[src/rtl/lmsm_sequencer_if.sv]
// Register-file and memory port bundle of lmsm_sequencer.
// The master modport is the sequencer side; the slave modport is the RF/memory side.
interface lmsm_sequencer_if #(
    parameter int NREG = 8,
    parameter int AW   = 16,
    parameter int DW   = 16
);
    localparam int RW = $clog2(NREG);

    logic [RW-1:0] rf_raddr;
    logic [DW-1:0] rf_rdata;
    logic [RW-1:0] rf_waddr;
    logic [DW-1:0] rf_wdata;
    logic          rf_wen;
    logic [AW-1:0] mem_addr;
    logic          mem_rd;
    logic          mem_wr;
    logic [DW-1:0] mem_wdata;
    logic [DW-1:0] mem_rdata;
    logic          mem_ready;

    modport master (
        output rf_raddr, rf_waddr, rf_wdata, rf_wen,
        output mem_addr, mem_rd, mem_wr, mem_wdata,
        input  rf_rdata, mem_rdata, mem_ready
    );

    modport slave (
        input  rf_raddr, rf_waddr, rf_wdata, rf_wen,
        input  mem_addr, mem_rd, mem_wr, mem_wdata,
        output rf_rdata, mem_rdata, mem_ready
    );
endinterface

[src/rtl/lmsm_sequencer.sv]
// Load-multiple/store-multiple micro-sequencer: walks a register bitmask and moves each
// selected register to or from consecutive memory words. Define LMSM_SKIP_ZERO_EN to skip unset slots.
module lmsm_sequencer #(
    parameter int NREG = 8,
    parameter int AW   = 16,
    parameter int DW   = 16
) (
    input  logic            clk,
    input  logic            proc_rst,
    input  logic            start,
    input  logic            is_store,
    input  logic [NREG-1:0] reg_mask,
    input  logic [AW-1:0]   base_addr,
    output logic            busy,
    output logic            done,
    lmsm_sequencer_if.master bus
);
    localparam int RW = $clog2(NREG);
`ifdef LMSM_SKIP_ZERO_EN
    localparam int CW = RW;
`else
    // One extra bit so the slot counter can reach NREG, which marks the end of the walk.
    localparam int CW = RW + 1;
`endif

    typedef enum logic [2:0] {IDLE, SCAN, REQ, WB, DONE} state_t;

    state_t          state_reg, state_next;
    logic [NREG-1:0] mask_reg;
    logic [AW-1:0]   ptr_reg;
    logic [CW-1:0]   idx_reg;
    logic            store_reg;
    logic [DW-1:0]   mem_wdata_reg;
    logic [DW-1:0]   rf_wdata_reg;
    logic [RW-1:0]   rf_waddr_reg;

    logic [RW-1:0]   scan_idx;
    logic            scan_end;
    logic            scan_hit;
    logic [CW-1:0]   idx_scan_next;
    logic [CW-1:0]   idx_xfer_next;
    logic [NREG-1:0] idx_dec;

`ifdef LMSM_SKIP_ZERO_EN
    // Lowest remaining set bit wins, so each SCAN cycle lands directly on a transfer.
    always_comb begin
        scan_idx = '0;
        for (int i = NREG - 1; i >= 0; i--) begin
            if (mask_reg[i]) scan_idx = RW'(i);
        end
    end
    assign scan_end      = ~|mask_reg;
    assign scan_hit      = ~scan_end;
    assign idx_scan_next = scan_idx;
    assign idx_xfer_next = idx_reg;
`else
    assign scan_idx      = idx_reg[RW-1:0];
    assign scan_end      = (idx_reg == CW'(NREG));
    assign scan_hit      = ~scan_end & mask_reg[scan_idx];
    assign idx_scan_next = scan_hit ? idx_reg : idx_reg + CW'(1);
    assign idx_xfer_next = idx_reg + CW'(1);
`endif

    genvar gi;
    generate
        for (gi = 0; gi < NREG; gi++) begin : g_idx_dec
            assign idx_dec[gi] = (idx_reg[RW-1:0] == RW'(gi));
        end
    endgenerate

    always_ff @(posedge clk) begin
        if (proc_rst) begin
            state_reg <= IDLE;
        end else begin
            state_reg <= state_next;
        end
    end

    always_comb begin
        state_next = state_reg;
        unique case (state_reg)
            IDLE: if (start) state_next = SCAN;
            SCAN: begin
                if (scan_end)      state_next = DONE;
                else if (scan_hit) state_next = REQ;
            end
            REQ:  if (bus.mem_ready) state_next = store_reg ? SCAN : WB;
            WB:   state_next = SCAN;
            DONE: state_next = IDLE;
            default: state_next = IDLE;
        endcase
    end

    always_ff @(posedge clk) begin
        if (proc_rst) begin
            mask_reg      <= '0;
            ptr_reg       <= '0;
            idx_reg       <= '0;
            store_reg     <= 1'b0;
            mem_wdata_reg <= '0;
            rf_wdata_reg  <= '0;
            rf_waddr_reg  <= '0;
        end else begin
            case (state_reg)
                IDLE: begin
                    if (start) begin
                        mask_reg  <= reg_mask;
                        ptr_reg   <= base_addr;
                        store_reg <= is_store;
                        idx_reg   <= '0;
                    end
                end
                SCAN: begin
                    if (!scan_end) idx_reg <= idx_scan_next;
                    if (scan_hit && store_reg) mem_wdata_reg <= bus.rf_rdata;
                end
                REQ: begin
                    if (bus.mem_ready) begin
                        if (store_reg) begin
                            mask_reg <= mask_reg & ~idx_dec;
                            ptr_reg  <= ptr_reg + AW'(1);
                            idx_reg  <= idx_xfer_next;
                        end else begin
                            rf_wdata_reg <= bus.mem_rdata;
                            rf_waddr_reg <= idx_reg[RW-1:0];
                        end
                    end
                end
                WB: begin
                    mask_reg <= mask_reg & ~idx_dec;
                    ptr_reg  <= ptr_reg + AW'(1);
                    idx_reg  <= idx_xfer_next;
                end
                default: ;
            endcase
        end
    end

    // Strobes and the address are decoded from state so an abandoned access drops at once.
    always_comb begin
        busy          = (state_reg != IDLE);
        done          = (state_reg == DONE);
        bus.rf_raddr  = (state_reg == SCAN) ? scan_idx : '0;
        bus.rf_waddr  = rf_waddr_reg;
        bus.rf_wdata  = rf_wdata_reg;
        bus.rf_wen    = (state_reg == WB);
        bus.mem_addr  = (state_reg == REQ) ? ptr_reg : '0;
        bus.mem_rd    = (state_reg == REQ) && !store_reg;
        bus.mem_wr    = (state_reg == REQ) && store_reg;
        bus.mem_wdata = mem_wdata_reg;
    end
endmodule

[src/flat_wrapper.sv]
// flat-port wrapper written by rule: the top's interface ports become plain ports
module lmsm_sequencer_flat 
#(
    parameter int NREG = 8,
    parameter int AW   = 16,
    parameter int DW   = 16
)
  (clk, proc_rst, start, is_store, reg_mask, base_addr, busy, done, bus_rf_raddr, bus_rf_waddr, bus_rf_wdata, bus_rf_wen, bus_mem_addr, bus_mem_rd, bus_mem_wr, bus_mem_wdata, bus_rf_rdata, bus_mem_rdata, bus_mem_ready);
  lmsm_sequencer_if #(.NREG(NREG), .AW(AW), .DW(DW)) bus_i ();
  input  logic clk;
  input  logic proc_rst;
  input  logic start;
  input  logic is_store;
  input  logic [NREG-1:0] reg_mask;
  input  logic [AW-1:0] base_addr;
  output logic busy;
  output logic done;
  output wire logic [$bits(bus_i.rf_raddr)-1:0] bus_rf_raddr;
  output wire logic [$bits(bus_i.rf_waddr)-1:0] bus_rf_waddr;
  output wire logic [$bits(bus_i.rf_wdata)-1:0] bus_rf_wdata;
  output wire logic [$bits(bus_i.rf_wen)-1:0] bus_rf_wen;
  output wire logic [$bits(bus_i.mem_addr)-1:0] bus_mem_addr;
  output wire logic [$bits(bus_i.mem_rd)-1:0] bus_mem_rd;
  output wire logic [$bits(bus_i.mem_wr)-1:0] bus_mem_wr;
  output wire logic [$bits(bus_i.mem_wdata)-1:0] bus_mem_wdata;
  input wire logic [$bits(bus_i.rf_rdata)-1:0] bus_rf_rdata;
  input wire logic [$bits(bus_i.mem_rdata)-1:0] bus_mem_rdata;
  input wire logic [$bits(bus_i.mem_ready)-1:0] bus_mem_ready;
  assign bus_rf_raddr = bus_i.rf_raddr;
  assign bus_rf_waddr = bus_i.rf_waddr;
  assign bus_rf_wdata = bus_i.rf_wdata;
  assign bus_rf_wen = bus_i.rf_wen;
  assign bus_mem_addr = bus_i.mem_addr;
  assign bus_mem_rd = bus_i.mem_rd;
  assign bus_mem_wr = bus_i.mem_wr;
  assign bus_mem_wdata = bus_i.mem_wdata;
  assign bus_i.rf_rdata = bus_rf_rdata;
  assign bus_i.mem_rdata = bus_mem_rdata;
  assign bus_i.mem_ready = bus_mem_ready;
  lmsm_sequencer #(.NREG(NREG), .AW(AW), .DW(DW)) u_core (.clk(clk), .proc_rst(proc_rst), .start(start), .is_store(is_store), .reg_mask(reg_mask), .base_addr(base_addr), .busy(busy), .done(done), .bus(bus_i));
endmodule
[config.mk]
export PLATFORM = sky130hd
export DESIGN_NAME = lmsm_sequencer_flat
export DESIGN_NICKNAME = d
export VERILOG_FILES = /design/src/rtl/lmsm_sequencer_if.sv /design/src/rtl/lmsm_sequencer.sv /design/src/flat_wrapper.sv
export SDC_FILE = /design/constraint.sdc
export NUM_CORES = 1
export LEC_CHECK = 0
export BUFFER_PORTS_ARGS = -buffer_cell sky130_fd_sc_hd__buf_4
export CAP_MARGIN = 0
export CORE_MARGIN = 2
export CORE_UTILIZATION = 49
export DETAILED_ROUTE_END_ITERATION = 10
export PLACE_DENSITY = 0.76
export SLEW_MARGIN = 5
export SYNTH_ARGS = -nofsm -noshare
export SYNTH_HDL_FRONTEND = slang
export SYNTH_SLANG_ARGS = --single-unit
export TNS_END_PERCENT = 5
[constraint.sdc]
create_clock -name clk -period 3.7 [get_ports clk]
set_input_delay 0.555 -clock clk [delete_from_list [all_inputs] [get_ports clk]]
set_output_delay 0.555 -clock clk [all_outputs]
set_load 0.1 [all_outputs]
=== Word level (Yosys, flattened, before mapping) ===
Cells that the tools add are included.

* Equal/unequal tests: 18
* $add $sub $neg: 2
* Reductions and logical operators: 15
* Bitwise gates (word level): 5
* $lt $le $gt $ge: 1
* Mux-type cells: 24

{| class="wikitable"
|+ Operators with widths
! kind !! count
|-
| $mux 16 || 4
|-
| $pmux 16 s3 || 1
|-
| $mux 8 || 3
|-
| $pmux 8 s3 || 1
|-
| $mux 4 || 5
|-
| $add 16x1->16 const B || 1
|-
| $pmux 4 s4 || 1
|-
| $eq 3x3->1 const B || 5
|-
| $mux 3 || 5
|-
| $eq 3x2->1 const B || 4
|-
| $pmux 3 s4 || 1
|-
| $and 8x8->8 || 1
|-
| $ne 2x2->1 const B || 4
|-
| $not 8->8 || 1
|-
| $eq 3x1->1 const B || 2
|-
| $logic_not 3->1 || 2
|-
| $reduce_and 3->1 || 2
|-
| $reduce_and 6->1 || 1
|-
| $reduce_bool 3->1 || 2
|-
| $add 4x1->4 const B || 1
|-
| $eq 4x4->1 const B || 1
|-
| $lt 3x4->1 const B || 1
|-
| $reduce_and 2->1 || 2
|-
| $reduce_and 4->1 || 1
|-
| 10 further kinds || 13
|}

* Logic and storage cells: 73
* Input bits: 61
* Register bits after elaboration: 67
* Output and inout bits: 59

=== Logic depth before layout (Yosys ltp) ===
Gate-level depths: netlist of run 1.

* Word-level depth: 6
* Gate-level depth with buffers: 10
* Mapped depth without buffers: 7

=== Worst setup path before layout of run 1 ===
OpenSTA, ideal clock, no wires.

* Path type: flip-flop to flip-flop
* Start point: register u_core.state_reg[2]
* End point: register u_core.rf_wdata_reg[6] (netlist: u_core.bus.rf_wdata[6])
* Period minus slack after synthesis: 3.919 ns
* Stages on the path, launching flop included: 8
* Library setup time: 0.132 ns
* Slack: -0.219 ns
* Data arrival time: 3.786 ns
* Cell sequence: dfxtp_1 nand2b_1 clkbuf_1 nor3_1 nand2_1 clkbuf_1 nand2_1 a21oi_1

* Longest elaborated chain between the ends: 2

{| class="wikitable"
|+ Ends and longest elaborated chain
! element !! RTL line !! text
|-
| from (decl) || lmsm_sequencer.sv:28 || <nowiki>state_t state_reg, state_next;</nowiki>
|-
| from (signal assigned) || lmsm_sequencer.sv:75 || <nowiki>state_reg <= state_next;</nowiki>
|-
| $eq 3x2->1 || lmsm_sequencer.sv:104 || <nowiki>case (state_reg)</nowiki>
|-
| $reduce_and 3->1 (no source line) || -- ||
|-
| to (signal assigned) || lmsm_sequencer.sv:124 || <nowiki>rf_wdata_reg <= bus.mem_rdata;</nowiki>
|-
| to (decl) || lmsm_sequencer.sv:34 || <nowiki>logic [DW-1:0] rf_wdata_reg;</nowiki>
|}

Every way passes these cells.
A chain may end at the register's enable or synchronous reset.

=== Worst setup path in the final report of run 1 ===
* Start point: register u_core.state_reg[1]
* End point: output bus_mem_addr[8]

* Longest elaborated chain between the ends: 2

{| class="wikitable"
|+ Ends and longest elaborated chain
! element !! RTL line !! text
|-
| $eq 3x2->1 || lmsm_sequencer.sv:147 || <nowiki>bus.mem_addr = (state_reg == REQ) ? ptr_reg : '0;</nowiki>
|-
| $mux 16 || lmsm_sequencer.sv:147 ||
|-
| to (decl) || flat_wrapper.sv:22 || <nowiki>output wire logic [$bits(bus_i.mem_addr)-1:0] bus_mem_addr;</nowiki>
|}

Every way passes these cells.

==> results of run 1 <==
final timing paths:
check / end / slack (ns) / depth (start not counted)
max: bus_mem_addr[8] / 1.0 / 4
min: u_core.bus.mem_wdata[7]$_SDFFE_PP0P_ / 0.45 / 3
max reg2reg: u_core.ptr_reg[13]$_SDFFE_PP0P_ / 1.27 / 5
min reg2reg: u_core.bus.rf_wdata[10]$_SDFFE_PP0P_ / 0.46 / 2
critical path, delay by kind of cell, from the launching register on:
family	cells	cell delay, ns
and+or+nand+nor	3	0.93
DFF	1	0.58
buffers and inverters	1	0.29
metrics by stage:
| step | hold slack (ns) | area, sq um | utilization (%) |
|---|---|---|---|
| 3_3_place_gp | 0.442 | 4190 | 64.9 |
| 4_1_cts | 0.435 | 4390 | 68.0 |
| 5_1_grt | 0.446 | 4390 | 68.0 |
| 2_1_floorplan | 0.442 | 3320 | - |
| 3_5_place_dp | 0.447 | 4190 | 64.9 |
| 6_report | 0.450 | 4390 | 68.0 |
logic make-up (layout without fill, tap and decap cells):
family | after synthesis | count (layout) | synth area share (%)
compound gates | 98 | 98 | 18.8
fa+ha+maj | 7 | 7 | 2.64
buf+inv | 38 | 146 | 5.51
simple gates | 176 | 176 | 25.1
mux | 24 | 24 | 7.47
flops | 67 | 67 | 40.4
power by group:
| part | total [mW] | switching (mW) | internal (mW) |
|---|---|---|---|
| logic | 0.407 | 0.261 | 0.146 |
| clock network | 0.631 | 0.273 | 0.358 |
| registers | 0.816 | 0.0552 | 0.761 |
| total | 1.85 | 0.588 | 1.27 |
layout make-up:
class                      instances  area, sq um  share of cell area (%)
clock buffer                      12          165                    3.76
timing repair buffer             123          923                    21.0
multi-input combinational        305         1800                    40.9
inverter                           9         33.8                   0.769
sequential                        67         1340                    30.5
clock inverter                     2         35.0                   0.797
tap                               77         96.3                    2.19
synthesized netlist by cell type, types with 7 or more instances:
cell                       count  share of area (%)
sky130_fd_sc_hd__clkbuf_1     17                1.9
sky130_fd_sc_hd__nand2_1      69                7.8
sky130_fd_sc_hd__nor3_1        7                1.1
sky130_fd_sc_hd__ha_1          7                2.6
sky130_fd_sc_hd__a21oi_1      40                6.0
sky130_fd_sc_hd__buf_2         7                1.1
sky130_fd_sc_hd__nand3_1      10                1.5
sky130_fd_sc_hd__dfxtp_1      67                 40
sky130_fd_sc_hd__and2_1       23                4.3
sky130_fd_sc_hd__mux2i_1      21                6.3
sky130_fd_sc_hd__inv_1         9                1.0
sky130_fd_sc_hd__o21ai_0      20                3.0
sky130_fd_sc_hd__nor2_1       41                4.6
layer usage:
metal	part of all wire [%]	vias up
met5	0	-
met4	0.92	0
met3	6.6	6
met2	47	117
met1	45	1535
li1	-	1643
==> results.rst, run 1 <==
.. list-table::
   :header-rows: 1

   * - Metric
     - Value
   * - Horizontal die dimension
     - 86.3 um
   * - Pin count of the biggest net entering global routing
     - 66
   * - Setup repair after global routing missed its margin
     - false
   * - Number of buffers added for setup after CTS
     - 0
   * - Worst-case vdd ir drop
     - 0.288 mV
   * - Actual slew at the worst max-slew pin
     - 1.07 ns
   * - Most frequent standard cell in the layout excluding fill and tap cells
     - sky130_fd_sc_hd__buf_4
   * - Nets in the synthesized netlist
     - about 480
   * - Commonest cells after routing, fill and taps aside
     - sky130_fd_sc_hd__buf_4 (123), sky130_fd_sc_hd__nand2_1 (69), sky130_fd_sc_hd__dfxtp_1 (67), sky130_fd_sc_hd__nor2_1 (41), sky130_fd_sc_hd__a21oi_1 (40)
   * - Proportion of synthesized flip-flops having asynchronous set or reset
     - 0%
   * - Mean routed wirelength per cell
     - about 15 um
   * - Result of the run
     - finished clean
   * - Row count
     - 29
   * - Worst-case clock skew
     - 0.00419 ns
   * - Met1 track demand over resource
     - 30.3%
   * - Die height
     - about 86 um
   * - Resize count post-CTS
     - 0
   * - Number of routed nets with antenna violations
     - 0
   * - Number of antenna violations at the first check in global routing
     - 0
   * - Area of the mapped netlist
     - 0.00332 sq mm
   * - CP max-delay cell
     - sky130_fd_sc_hd__dfxtp_1
   * - Fin crit share
     - roughly 73%
   * - Data required, critical path
     - 3.14 ns
   * - Number of enable-type register cells in the synthesized netlist
     - 0
   * - Number of synthesized register bits
     - 67
   * - Filler-free cell count of the finished design
     - 595
   * - Root Buffer Master
     - sky130_fd_sc_hd__clkbuf_8
   * - Nature of the critical path endpoint
     - output port
   * - Initial Utilization
     - 51.4%
   * - Signed area change from the synthesized netlist to the final layout
     - 32.4%
   * - CTS Hold Bufs
     - 0
   * - Total power
     - 1.85 mW
   * - Total wire length
     - 8880 um
   * - Sinks on Clock Net
     - 67
   * - Average cell area after synthesis
     - 8.09 sq um
   * - Clock latency on the worst-skew pair
     - between 0.3 and 0.4 ns
   * - Share of cells above drive strength 1
     - 28.2%
   * - Maximum clock path buffer count
     - 2
   * - Chain of cells forming the critical path
     - nand2b_1 > nor2_1 > and2_1 > buf_4
   * - Worst slew margin relative to its limit
     - 28.6%
   * - Worst-case setup margin in the final layout
     - 0.999 ns
   * - Leakage
     - 1.85 nW
   * - Max-cap violation count
     - 0
   * - Met3 usage
     - ~7.2%
   * - Clock tree from TritonCTS
     - yes
   * - Global Route Usage Sum
     - 24.0%
   * - Netlist cell types
     - 50
   * - Count of input and output buffers
     - 119
   * - Via-to-Cell Ratio
     - 5.55
   * - Power density over cell area
     - 422 mW/mm^2
   * - Floorplan Core Area
     - 0.00646 sq mm
   * - Worst Setup Start Kind
     - flop
   * - Hold Path Origin
     - bus_rf_rdata[7]
   * - First-iteration detailed-routing DRC count
     - 203
   * - Reg-to-Reg Start
     - u_core.state_reg[0]$_SDFFE_PP0P_
   * - Number of global-route vias before repair
     - 3116
   * - Setup violations, final
     - 0
   * - Maximum clock frequency
     - between 300 and 400 MHz
   * - Most used flip-flop cell after synthesis
     - sky130_fd_sc_hd__dfxtp_1
   * - First-pass GRT wire length
     - 14300 um
   * - Routability congestion estimate from global placement
     - 0.883
   * - Aggregate negative setup slack
     - 0 ns
   * - Worst endpoint data arrival time
     - ~2.2 ns
   * - Crit path launch
     - u_core.state_reg[1]$_SDFFE_PP0P_
   * - DRC violations left
     - 0
   * - Hpwl dp
     - around 6100 um
   * - Worst-path maximum fanout
     - 15
   * - Clock buffer count from CTS
     - 9
   * - Top-level I/O count
     - 120
   * - Gr busiest metal
     - met2
   * - Max stage delay on crit path
     - 0.58 ns
   * - Register area share after synthesis
     - between 40% and 50%
   * - Slew Limit Fails
     - 0
   * - Number of vias after detailed routing
     - 3301
   * - Number of warnings reported in the yosys synthesis log
     - 0
   * - Worst slack, placed
     - 1.21 ns
   * - Fin nets
     - 583
   * - # placed instances
     - 581
   * - GRT Residual Overflow
     - 0
   * - Type of the most critical hold path
     - primary input to flop
   * - Count of filler cells inserted in the layout
     - 574
   * - Number of endpoints with negative hold slack in the final report
     - 0
   * - Global routing usage on met2
     - 38.7%
   * - Total die area
     - 0.00744 sq mm
   * - Type of the worst setup path
     - flop to output port
   * - Drt first pass iters
     - 4
   * - Min cycle time layout
     - 2.70 ns
   * - Antenna diode count
     - 0
   * - Clock H-tree levels
     - 3
   * - Instance count of the mapped netlist
     - 410
   * - Clock transition at the register clock pins on the worst setup and hold paths after CTS
     - around 0.070 ns
No activity file was read; power rests on OpenSTA's default activity.
==> run 2: changes to the inputs <==
==> constraint.sdc (replaced) <==
create_clock -name clk -period 2.6 [get_ports clk]
set_input_delay 0.39 -clock clk [delete_from_list [all_inputs] [get_ports clk]]
set_output_delay 0.39 -clock clk [all_outputs]
set_load 0.1 [all_outputs]
==> run 2 against run 1 <==
  * Count of clock-buffer cells in the layout fell by 3
  * Register-to-register slack worse by 0.89 ns
  * Critical path type unchanged
  * Non-clock buffer count rose by 9
  * Flip-flop and latch count stayed put
  * Worst setup slack got worse by 0.73 ns
  * Via count rose by 2.7%
  * First-iteration DRC count up 58%
  * Sequential power rose by 42%
  * Final area grew 3.0%
==> results.rst, run 2 (synthesis results as in run 1) <==
.. list-table::
   :header-rows: 1

   * - Metric
     - Value
   * - Result of the run
     - finished clean
   * - Maximum clock path buffer count
     - 2 (unchanged)
   * - Clock tree from TritonCTS
     - yes
   * - Max-cap violation count
     - 0 (unchanged)
   * - First-pass GRT wire length
     - 14800 um (+3.3%)
   * - Number of buffers added for setup after CTS
     - 0 (unchanged)
   * - Max stage delay on crit path
     - 0.57 ns (about the same)
   * - Worst-case setup margin in the final layout
     - 0.274 ns (-0.725 ns)
   * - Root Buffer Master
     - sky130_fd_sc_hd__clkbuf_8
   * - DRC violations left
     - 0 (unchanged)
   * - Data required, critical path
     - 2.21 ns (-0.93 ns)
   * - CP max-delay cell
     - sky130_fd_sc_hd__dfxtp_1
   * - Min cycle time layout
     - roughly 2.3 ns
   * - Hold WS
     - 0.284 ns (-0.166 ns)
   * - # placed instances
     - 590 (+1.5%)
   * - Via-to-Cell Ratio
     - 5.60 (+0.97%)
   * - Clock buffer count from CTS
     - 9 (unchanged)
   * - Top-level I/O count
     - 120 (unchanged)
   * - Worst endpoint data arrival time
     - 1.94 ns (-0.21 ns)
   * - Actual slew at the worst max-slew pin
     - 0.641 ns (-0.429 ns)
   * - Row count
     - 29 (unchanged)
   * - Total die area
     - 0.00744 sq mm (unchanged)
   * - Worst-case vdd ir drop
     - 0.409 mV (+42%)
   * - Slew Limit Fails
     - 0 (unchanged)
   * - Die height
     - 86.3 um (unchanged)
   * - Maximum clock frequency
     - 430 MHz
   * - Aggregate negative setup slack
     - 0 ns (unchanged)
   * - Most frequent standard cell in the layout excluding fill and tap cells
     - sky130_fd_sc_hd__buf_4
   * - Top Family by Delay on Critical Path
     - flip-flops
   * - Chain of cells forming the critical path
     - nor2b_1 > buf_4 > and2_1 > buf_4
   * - Total power
     - 2.92 mW (+58%)
   * - Worst Setup Start Kind
     - flop
   * - Initial Utilization
     - 51.4% (unchanged)
   * - CTS Hold Bufs
     - 0 (unchanged)
   * - Filler-free cell count of the finished design
     - 605 (+1.7%)
   * - Number of antenna violations at the first check in global routing
     - 0 (unchanged)
   * - Leakage
     - 1.92 nW (+3.7%)
   * - Type of the most critical hold path
     - primary input to flop
   * - Worst-path maximum fanout
     - 12 (-3)
   * - Number of endpoints with negative hold slack in the final report
     - 0 (unchanged)
   * - Setup violations, final
     - 0 (unchanged)
   * - Clock transition at the register clock pins on the worst setup and hold paths after CTS
     - 0.08 ns (about the same)
   * - Number of routed nets with antenna violations
     - 0 (unchanged)
   * - Clock H-tree levels
     - 3 (unchanged)
   * - Antenna diode count
     - 0 (unchanged)
   * - Fin crit share
     - 89.5%
   * - Fin nets
     - 592 (+1.5%)
   * - First-iteration detailed-routing DRC count
     - 321 (+58%)
   * - Sinks on Clock Net
     - 67 (unchanged)
   * - Number of global-route vias before repair
     - 3233 (+3.8%)
   * - Hpwl dp
     - 6500 um (+5.8%)
   * - Share of cells above drive strength 1
     - 29.7% (+1.5 points)
   * - Critical path buffers and inverters
     - 2 (+1)
   * - Worst-case clock skew
     - 0.00692 ns (+0.00273 ns)
   * - Floorplan Core Area
     - 0.00646 sq mm (unchanged)
   * - Resize count post-CTS
     - 0 (unchanged)
   * - Mean routed wirelength per cell
     - 14.9 um (about the same)
   * - Signed area change from the synthesized netlist to the final layout
     - 36.4%
   * - Worst slack, placed
     - 0.431 ns (-0.776 ns)
   * - Type of the worst setup path
     - flop to output port
   * - Pin count of the biggest net entering global routing
     - 41 (-38%)
   * - Power density over cell area
     - 646 mW/mm^2 (+53%)
   * - Global Route Usage Sum
     - 24.5% (+0.52 points)
   * - Number of vias after detailed routing
     - 3389 (+2.7%)
   * - Horizontal die dimension
     - 86.3 um (unchanged)
   * - Routability congestion estimate from global placement
     - 0.908 (+2.7%)
   * - Commonest cells after routing, fill and taps aside
     - sky130_fd_sc_hd__buf_4 (132), sky130_fd_sc_hd__nand2_1 (69), sky130_fd_sc_hd__dfxtp_1 (67), sky130_fd_sc_hd__nor2_1 (41), sky130_fd_sc_hd__a21oi_1 (40)
   * - Cell occurring most often along the worst timing path
     - sky130_fd_sc_hd__buf_4
   * - Clock latency on the worst-skew pair
     - 0.34 ns (about the same)
   * - Total wire length
     - 9040 um (+1.8%)
   * - GRT Residual Overflow
     - 0 (unchanged)
   * - Count of input and output buffers
     - 119 (unchanged)
   * - Nature of the critical path endpoint
     - output port
   * - Drt first pass iters
     - 5 (+1)
   * - Setup repair after global routing missed its margin
     - false
   * - Worst slew margin relative to its limit
     - 57.2% (+29 points)
## run 2: report_power, final
part           internal, mW  leakage, nW  switching, mW  total [mW]
sequential             1.08        0.545         0.0759        1.16
combinational         0.227         1.24          0.384       0.611
clock                 0.734        0.130          0.418        1.15
total                  2.04         1.92          0.878        2.92
## run 2: area by class of cell
type	instances	area (sq um)
Timing Repair Buffer	132	991
Tap cell	77	96.3
Clock inverter	6	138
Multi-Input combinational cell	305	1800
Fill cell	559	1930
Sequential cell	67	1340
Inverter	9	33.8
Clock buffer	9	124
## run 2: per-layer routing
| metal | vias up | global-route usage, % | routed length, um |
|---|---|---|---|
| met1 | 1574 | 32.7 | 3900 |
| met2 | 140 | 39.5 | 4290 |
| met5 | - | 0 | 0 |
| li1 | 1663 | - | - |
| met4 | 0 | 6.68 | 106 |
| met3 | 12 | 6.48 | 744 |
## run 2: path summary, 6_finish.rpt
kind         slack [ns]  cells after the start                                    to                                start
max                0.27                      4                            bus_rf_wen     u_core.state_reg[1]$_SDFFE_PP0P_
min                0.28                      3  u_core.bus.mem_wdata[6]$_SDFFE_PP0P_                      bus_rf_rdata[6]
max reg2reg        0.38                      8  u_core.bus.mem_wdata[2]$_SDFFE_PP0P_       u_core.idx_reg[1]$_SDFFE_PP0P_
min reg2reg        0.46                      2   u_core.bus.rf_wdata[8]$_SDFFE_PP0P_  u_core.bus.rf_wdata[8]$_SDFFE_PP0P_
## run 2: stage by stage
step / cell area [sq um] / util, %
CTS: 4520 / 70.0
global route: 4520 / 70.1
floorplan: 3320 / -
global placement: 4260 / 66.0
detailed placement: 4260 / 66.0
finish: 4520 / 70.1
## run 2: tightest hold or removal path, delay by kind of cell
family / cells / cell delay [ns]
multiplexers: 1 / 0.05
buffers and inverters: 1 / 0.07
AND/OR/NAND/NOR: 1 / 0.07
